## config.mk

```make
export PLATFORM = sky130hd
export DESIGN_NAME = cordic_engine
export DESIGN_NICKNAME = d
export VERILOG_FILES = /design/src/rtl/cordic_pkg.sv /design/src/rtl/cordic_iter_step.sv /design/src/rtl/cordic_engine.sv
export SDC_FILE = /design/constraint.sdc
export NUM_CORES = 1
export LEC_CHECK = 0
export CAP_MARGIN = 20
export CORE_MARGIN = 2
export CORE_UTILIZATION = 50
export CTS_CLUSTER_SIZE = 24
export DETAILED_ROUTE_END_ITERATION = 8
export PLACE_DENSITY = 0.79
export SLEW_MARGIN = 0
export SYNTH_ARGS = -nofsm -noshare
export SYNTH_HDL_FRONTEND = slang
export SYNTH_SLANG_ARGS = --single-unit
```

## constraint.sdc

```tcl
create_clock -name clk -period 8.5 [get_ports clk]
set_input_delay 1.7 -clock clk [delete_from_list [all_inputs] [get_ports clk]]
set_output_delay 1.7 -clock clk [all_outputs]
set_load 0.01 [all_outputs]
```

## src/rtl/cordic_pkg.sv

```systemverilog
// Shared constants for the iterative CORDIC engine: mode encodings, FSM states,
// arctangent table and inverse-gain constant. Optional NORM state: CORDIC_GAIN_COMP_EN.
package cordic_pkg;

    localparam logic MODE_ROT = 1'b0;
    localparam logic MODE_VEC = 1'b1;

    typedef enum logic [1:0] {
        IDLE,
        RUN,
        NORM,
        DONE
    } state_t;

    // 1/K as an unsigned Q0.40 fraction (~0.6072529350)
    localparam logic [39:0] INV_GAIN = 40'd667681663043;

    // atan(2^-i) in Q3.29 radians; beyond i=9 the angle equals 2^-i to this precision
    function automatic logic [31:0] atan_q29(input int unsigned i);
        case (i)
            0:       return 32'd421657428;
            1:       return 32'd248918915;
            2:       return 32'd131521918;
            3:       return 32'd66762579;
            4:       return 32'd33510843;
            5:       return 32'd16771758;
            6:       return 32'd8387925;
            7:       return 32'd4194219;
            8:       return 32'd2097141;
            9:       return 32'd1048575;
            default: return (i <= 29) ? (32'd1 << (29 - i)) : 32'd0;
        endcase
    endfunction

    // Table entry rescaled to Q3.(width-3), rounded to nearest
    function automatic logic [32:0] atan_scaled(input int unsigned i, input int unsigned width);
        logic [32:0] t;
        t = {1'b0, atan_q29(i)};
        if (width < 32)
            t = t + (33'd1 << (31 - width));
        return t >> (32 - width);
    endfunction

    // 1/K rescaled to Q1.(width+2), rounded to nearest
    function automatic logic [35:0] inv_gain_coef(input int unsigned width);
        int unsigned f;
        logic [40:0] t;
        f = width + 2;
        t = {1'b0, INV_GAIN} + (41'd1 << (39 - f));
        return 36'(t >> (40 - f));
    endfunction

endpackage

```

## src/rtl/cordic_iter_step.sv

```systemverilog
// One combinational CORDIC micro-rotation; the engine reuses a single instance
// every RUN cycle with the current iteration index.
module cordic_iter_step
    import cordic_pkg::*;
#(
    parameter int WIDTH = 16
) (
    input  logic [WIDTH+1:0] x,
    input  logic [WIDTH+1:0] y,
    input  logic [WIDTH:0]   z,
    input  logic [5:0]       i,
    input  logic             mode,
    output logic [WIDTH+1:0] x_next,
    output logic [WIDTH+1:0] y_next,
    output logic [WIDTH:0]   z_next
);

    localparam int ZW = WIDTH + 1;

    logic signed [WIDTH+1:0] xs, ys, x_sh, y_sh;
    logic        [WIDTH:0]   ang;
    logic                    up;

    always_comb begin
        xs   = x;
        ys   = y;
        x_sh = xs >>> i;
        y_sh = ys >>> i;
        ang  = ZW'(atan_scaled({26'd0, i}, WIDTH));
        // up means d = +1: z non-negative when rotating, y negative when vectoring
        up   = (mode == MODE_ROT) ? ~z[WIDTH] : y[WIDTH+1];
        if (up) begin
            x_next = xs - y_sh;
            y_next = ys + x_sh;
            z_next = z - ang;
        end else begin
            x_next = xs + y_sh;
            y_next = ys - x_sh;
            z_next = z + ang;
        end
    end

endmodule

```

## src/rtl/cordic_engine.sv

```systemverilog
// Iterative rotation/vectoring CORDIC with valid/ready handshakes, one operation
// in flight. Optional gain-compensation NORM state: CORDIC_GAIN_COMP_EN.
module cordic_engine
    import cordic_pkg::*;
#(
    parameter int WIDTH = 16,
    parameter int ITER  = 14
) (
    input  logic             clk,
    input  logic             reset,
    input  logic             in_valid,
    output logic             in_ready,
    input  logic             mode,
    input  logic [WIDTH-1:0] x_in,
    input  logic [WIDTH-1:0] y_in,
    input  logic [WIDTH-1:0] z_in,
    output logic             out_valid,
    input  logic             out_ready,
    output logic [WIDTH-1:0] res1,
    output logic [WIDTH-1:0] res2
);

    localparam int         IW   = WIDTH + 2;
    localparam logic [5:0] LAST = 6'(ITER - 1);

    state_t          state, state_next;
    logic            mode_r;
    logic [IW-1:0]   x_r, y_r, x_step, y_step;
    logic [WIDTH:0]  z_r, z_step;
    logic [5:0]      i_r;
    logic            last;

    cordic_iter_step #(.WIDTH(WIDTH)) u_step (
        .x      (x_r),
        .y      (y_r),
        .z      (z_r),
        .i      (i_r),
        .mode   (mode_r),
        .x_next (x_step),
        .y_next (y_step),
        .z_next (z_step)
    );

    assign last = (i_r == LAST);

    function automatic logic [WIDTH-1:0] sat(input logic [WIDTH+2:0] v);
        if (v[WIDTH+2:WIDTH-1] == '0 || v[WIDTH+2:WIDTH-1] == '1)
            return v[WIDTH-1:0];
        return v[WIDTH+2] ? {1'b1, {(WIDTH-1){1'b0}}} : {1'b0, {(WIDTH-1){1'b1}}};
    endfunction

`ifdef CORDIC_GAIN_COMP_EN
    localparam logic [35:0] INV_K = inv_gain_coef(WIDTH);

    // x * (1/K) with the Q1.IW coefficient, rounded half-up back to integer LSBs
    function automatic logic [WIDTH+2:0] scale(input logic [IW-1:0] v);
        logic signed [2*IW:0] p, half;
        half         = '0;
        half[IW-1]   = 1'b1;
        p            = $signed(v) * $signed(INV_K[IW:0]);
        p            = p + half;
        return (WIDTH+3)'(p >>> IW);
    endfunction
`endif

    always_ff @(posedge clk) begin
        if (reset)
            state <= IDLE;
        else
            state <= state_next;
    end

    always_comb begin
        state_next = state;
        in_ready   = 1'b0;
        out_valid  = 1'b0;
        case (state)
            IDLE: begin
                in_ready = ~reset;
                if (in_valid)
                    state_next = RUN;
            end
            RUN: begin
                if (last) begin
`ifdef CORDIC_GAIN_COMP_EN
                    state_next = NORM;
`else
                    state_next = DONE;
`endif
                end
            end
            NORM: state_next = DONE;
            DONE: begin
                out_valid = 1'b1;
                if (out_ready)
                    state_next = IDLE;
            end
            default: state_next = IDLE;
        endcase
    end

    always_ff @(posedge clk) begin
        if (reset) begin
            mode_r <= MODE_ROT;
            x_r    <= '0;
            y_r    <= '0;
            z_r    <= '0;
            i_r    <= '0;
            res1   <= '0;
            res2   <= '0;
        end else begin
            case (state)
                IDLE: begin
                    if (in_valid) begin
                        mode_r <= mode;
                        x_r    <= {{2{x_in[WIDTH-1]}}, x_in};
                        y_r    <= {{2{y_in[WIDTH-1]}}, y_in};
                        z_r    <= (mode == MODE_VEC) ? '0 : {z_in[WIDTH-1], z_in};
                        i_r    <= '0;
                    end
                end
                RUN: begin
                    x_r <= x_step;
                    y_r <= y_step;
                    z_r <= z_step;
                    i_r <= i_r + 6'd1;
`ifdef CORDIC_GAIN_COMP_EN
`else
                    if (last) begin
                        res1 <= sat({x_step[IW-1], x_step});
                        res2 <= (mode_r == MODE_ROT) ? sat({y_step[IW-1], y_step})
                                                     : z_step[WIDTH-1:0];
                    end
`endif
                end
                NORM: begin
`ifdef CORDIC_GAIN_COMP_EN
                    res1 <= sat(scale(x_r));
                    res2 <= (mode_r == MODE_ROT) ? sat(scale(y_r)) : z_r[WIDTH-1:0];
`endif
                end
                default: ;
            endcase
        end
    end

endmodule

```

Word-level counts from Yosys, hierarchy flattened
Index checks and enable logic that the tools add are counted.
W data, S select, Z words.
{ "totals": {"reg_bits": 94, "out_inout_bits": 34} }
{ "op_classes": {"n_addsub": 9, "magnitude_cmp": 1, "n_eq_ne": 18, "n_shift": 3, "muxes": 36, "bitwise_logic": 2, "n_reduce_logical": 11} }
{ "op_table": {"columns": ["cell", "count"], "rows": [
  ["$pmux W32 S10", 1],
  ["$mux W16", 7],
  ["$mux W18", 4],
  ["$pmux W18 S2", 2],
  ["$mux W17", 3],
  ["$add A18 B18 Y18", 2],
  ["$sshr A18 B6 Y18", 2],
  ["$sub A18 B18 Y18", 2],
  ["$pmux W17 S2", 1],
  ["$add A32 B16 Y33 const B", 1],
  ["$mux W32", 1],
  ["$shl A1 B32 Y32 const A", 1],
  ["$eq A6 B3 Y1 const B", 4],
  ["$eq A6 B4 Y1 const B", 3],
  ["$add A17 B17 Y17", 1],
  ["$sub A17 B17 Y17", 1],
  ["$eq A6 B2 Y1 const B", 2],
  ["$pmux W6 S2", 1],
  ["$mux W1", 11],
  ["$eq A4 B4 Y1 const B", 2],
  ["$logic_not A4 Y1", 2],
  ["$pmux W2 S4", 1],
  ["$sub A5 B6 Y7 const A", 1],
  ["$add A6 B1 Y6 const B", 1],
  ["other kinds (14)", 23]
]} }

Longest topological paths before layout
{ "depth": {"depth_word": 11, "ltp_mapped": 30} }

Cells and area by module
From an unflattened synthesis, not the netlist that was laid out.
{ "hier_totals": {"cells_unflattened": 1415, "hier_area_um2": 11133.2} }
{ "by_module_without_submodules": {"columns": ["module", "instances", "cells_per_inst", "area_per_inst_um2", "seq_area_each_um2"], "rows": [
  ["cordic_iter_step", 1, 903, 6708.9, 0.0],
  ["cordic_engine", 1, 512, 4424.2, 1881.8]
]} }

Worst setup path before layout
OpenSTA, ideal clock, no wires.
{ "synth_timing": {"kind": "reg2reg", "startpoint": "register i_r[1]", "endpoint": "register res2[0]", "arrival_time_ns": 6.133, "required_time_ns": 8.363, "setup_slack_ns": 2.230, "stages_incl_launch_ff": 25, "cell_sequence": "dfxtp_1 buf_6 buf_2 mux4_2 mux2_2 o211ai_1 o311ai_0 inv_1 ha_1 o311ai_0 nor4bb_1 nor2_1 xnor2_1 ha_1 nand2_1 o311ai_0 o211ai_1 o41ai_1 a21oi_1 o21ba_2 xnor3_1 o21ai_1 clkbuf_1 a21o_1 o211ai_1"} }
{ "synth_between": {"elab_chain_cells": 11, "elab_cells_between_ends": 36} }
{ "synth_lines": {"columns": ["item", "line_no", "rtl"], "rows": [
  ["start: declaration", "cordic_engine.sv:30", "logic [5:0] i_r;"],
  ["start signal: assignment", "cordic_engine.sv:126", "i_r <= i_r + 6'd1;"],
  ["branches (longest 11 deep; another with $add A32 B16 Y33)", null, null],
  ["end signal: assignment", "cordic_engine.sv:131", "res2 <= (mode_r == MODE_ROT) ? sat({y_step[IW-1], y_step})"],
  ["end: declaration", "cordic_engine.sv:20", "output logic [WIDTH-1:0] res2"]
]} }
Parallel ways; which one is timed is not known. The select of a mux whose other input is x is not followed.
A chain may end at the register's enable or synchronous reset.

Worst setup path after layout
{ "layout_timing": {"startpoint": "register i_r[1]", "endpoint": "register res2[13]"} }
The elaborated chain is that of the path after synthesis.

==> impl_metrics.csv <==
group,metric,value,unit
run_status,status,"finished, final reports clean",
setup_path,cp.arrival,7.43,ns
setup_path,worst_path_most_repeated_cell,"o311ai_0",
timing,worst_pin_slew,1.021,ns
floorplanning,pin_count,87,
clock_tree,cts_buffers,9,
clock_tree,cts.clk_slew.worst_paths,0.07,ns
synth,syn_area,10700,um2
min_path,hp-class,"reg2reg",
setup_path,regToRegSetupSlack,1.32,ns
grt,antenna_found_initial,0,
setup_path,rr_worst_depth,22,
routing,via_per_inst,6.637,
routing,routedWlPerCell,20.83,um
floorplanning,dieArea,22580,um2
clock_tree,numClockSinks,94,
timing,slew_headroom,31.48,%
min_path,worstHoldStart,"res2[4]",
floorplanning,start_util,50.88,%
setup_path,cp_cell_sequence,"mux4_2, mux2_2, o211ai_1, o311ai_0, inv_1, ha_1, o311ai_0, nor4bb_1, nor2_1, xnor2_1, ha_1, nand2_1, o311ai_0, o211ai_1, o41ai_1, buf_4, a21oi_1, o21ba_2, xnor3_1, o21ai_1, nand2_1, a221o_1",
clock_tree,cts_max_level,3,
synth,ys_types,86,
final_layout,final_common_cell,"nor2_1",
placed_design,place_congestion,0.9680,
clock_tree,tritoncts,"done",
routing,antenna_left,0,
timing,final_hold_viol_count,0,
final_layout,antenna_cells,0,
setup_path,r2r_end,"res2[13]",
grt,grt_pass1_vias,10056,
synth,yosys_register_bits,94,
routing,first_pass_iters,5,
floorplanning,fp.dieH,150.3,um
setup_path,r2r_start,"i_r[1]",
clock_tree,ctsRootBufferMaster,"clkbuf_16",
clock_tree,clk_latency,0.36,ns
timing,rsz0062_at_grt,"no",
min_path,holdPathEnd,"res2[4]",
placed_design,place_hpwl,26650,um
final_layout,syn2layout_area_growth,12.21,%
grt,grt.overflow.total,0,
synth,synth_ff_type,"dfxtp_1",
setup_path,startpoint_type,"flop",
synth,syn-mean-instance-area,7.646,um2
setup_path,crit_type,"reg2reg",
setup_path,cp_max_fo,34,
setup_path,cp_slowest_cell,"dfxtp_2",
floorplanning,coreArea,21020,um2
timing,setup_tns,0,ns
timing,slew_violations,0,
clock_tree,post_cts_resized,0,
timing,setup_viol,0,
setup_path,crit_family,"compound AO/OA/AOI/OAI gates",
synth,yosysWarnings,0,
floorplanning,chipWidth,150.3,um
placed_design,numPortBuffers,86,
timing,max_freq,0.1392,GHz
setup_path,end_kind,"flop",
floorplanning,num_rows,53,
routing,wl,35450,um
clock_tree,clock_path_buffers,2,
synth,async_flop_share,0,%
grt,grt_start_max_net_pins,78,
synth,synth_nets,1520,
timing,period_minus_slack,7.182,ns
clock_tree,post_cts.repair.setup_buffers,0,
routing,drtIter0Drc,1537,
routing,drc_errors,0,
synth,syn_inst,1399,
final_layout,drive_above_1_share,7.708,%
grt,grt_usage,30.98,%
grt,grt_pass1_wl,55190,um
setup_path,slowest_delay,0.88,ns
setup_path,path_buf_inv,2,
clock_tree,cts_hold_buf,0,
final_layout,final_net_count,1543,
setup_path,cp.required,8.75,ns
synth,synth_edf_count,0,
routing,dr_total_vias,11297,
timing,period_share,84.49,%
final_layout,final_cell_mix,"172 x nor2_1, 126 x nand2_1, 91 x dfxtp_1, 90 x a21oi_1, 85 x clkdlybuf4s50_1",
run,cap_viol_max_count,0,
timing,skew,0.01172,ns
min_path,hold_depth,2,
synth,yosysSeqAreaShare,17.59,%
==> area by class of cell <==
type	instances	area, um2
clock buffer	11	242.7
timing repair buffer	108	1032
tap	275	344.1
clock inverter	5	63.81
fill	1908	9019
multi-input combinational	1175	8307
sequential	94	1886
inverter	34	127.6
==> per-stage QoR <==
stage	utilization, %	hold slack, ns	cells	worst slack, ns	instance area [um2]
after global placement	55.51	0.4515	1684	1.553	11670
after detailed placement	55.51	0.4457	1684	1.446	11670
final	57.10	0.4679	1702	1.318	12000
after floorplan	-	0.4362	1399	2.230	10700
after CTS	56.97	0.4686	1700	1.418	11980
after global routing	57.10	0.4835	1702	0.7507	12000
==> how the worst max path moves through the flow <==
stage	start	end	slack, ns	cells past startpoint
after floorplan	i_r[1]	res2[0]	2.23	24
after global placement	i_r[1]	res2[13]	1.55	22
after detailed placement	i_r[1]	res2[14]	1.45	22
after CTS	i_r[1]	res2[13]	1.42	22
after global routing	i_r[1]	res2[13]	0.75	22
final	i_r[1]	res2[13]	1.32	22
==> synthesized netlist by cell type (all sizes together), types with 6 or more instances <==
cell type,n,area share [%]
nor2,172,6.0
nand2,126,4.4
dfxtp,94,18
a21oi,90,4.2
o21ai,73,3.4
ha,65,7.6
clkbuf,62,2.2
xnor2,62,5.1
mux2i,55,5.1
nor3,43,2.0
a211oi,40,2.8
nand3,39,1.8
buf,34,1.6
inv,32,1.1
o211ai,29,2.0
xor2,28,2.3
a21o,25,1.8
mux4,25,5.3
and2,20,1.2
a31oi,18,1.1
a221o,17,1.6
nand2b,17,0.99
a221oi,16,1.4
o21a,16,1.1
nor2b,15,0.88
or2,13,0.76
mux2,11,1.2
o22ai,10,0.58
o31ai,9,0.63
nand4,8,0.53
o211a,8,0.75
or3,8,0.47
o21bai,7,0.49
a22oi,6,0.42
==> per-layer routing <==
| metal | GRT usage, % | up-vias | routed length, um |
|---|---|---|---|
| met1 | 45.04 | 5324 | 15260 |
| li1 | - | 5257 | - |
| met4 | 9.528 | 0 | 948 |
| met3 | 7.606 | 74 | 4133 |
| met2 | 44.91 | 642 | 15110 |
| met5 | 0 | - | 0 |
==> flip-flops by register name, indices dropped and copies added (netlist names) <==
| signal | flops |
|---|---|
| z_r | 17 |
| res2 | 16 |
| x_r | 18 |
| res1 | 16 |
| mode_r | 1 |
| state | 2 |
| y_r | 18 |
| i_r | 6 |
==> cell families (layout without fill, tap and decap cells) <==
| logic type | after synthesis | in the layout | share of synthesized area (%) |
|---|---|---|---|
| compound gates | 434 | 434 | 28.40 |
| xor+xnor | 93 | 93 | 8.013 |
| fa+ha+maj | 68 | 68 | 8.165 |
| buf+inv | 130 | 158 | 5.018 |
| flops | 94 | 94 | 17.59 |
| mux | 91 | 91 | 11.60 |
| simple gates | 489 | 489 | 21.21 |
==> worst register-to-register path: stages, from the launching register on <==
cell,delay [ns]
dfxtp_2,0.88
mux4_2,0.61
mux2_2,0.30
o211ai_1,0.18
o311ai_0,0.27
inv_1,0.13
ha_1,0.19
o311ai_0,0.13
nor4bb_1,0.63
nor2_1,0.11
xnor2_1,0.16
ha_1,0.37
nand2_1,0.10
o311ai_0,0.36
o211ai_1,0.18
o41ai_1,0.39
buf_4,0.21
a21oi_1,0.07
o21ba_2,0.20
xnor3_1,0.51
o21ai_1,0.61
nand2_1,0.18
a221o_1,0.33
Power is left out: the tool's default activity adds up to more than one toggle a clock period on the data nets, which glitch-free logic cannot reach.
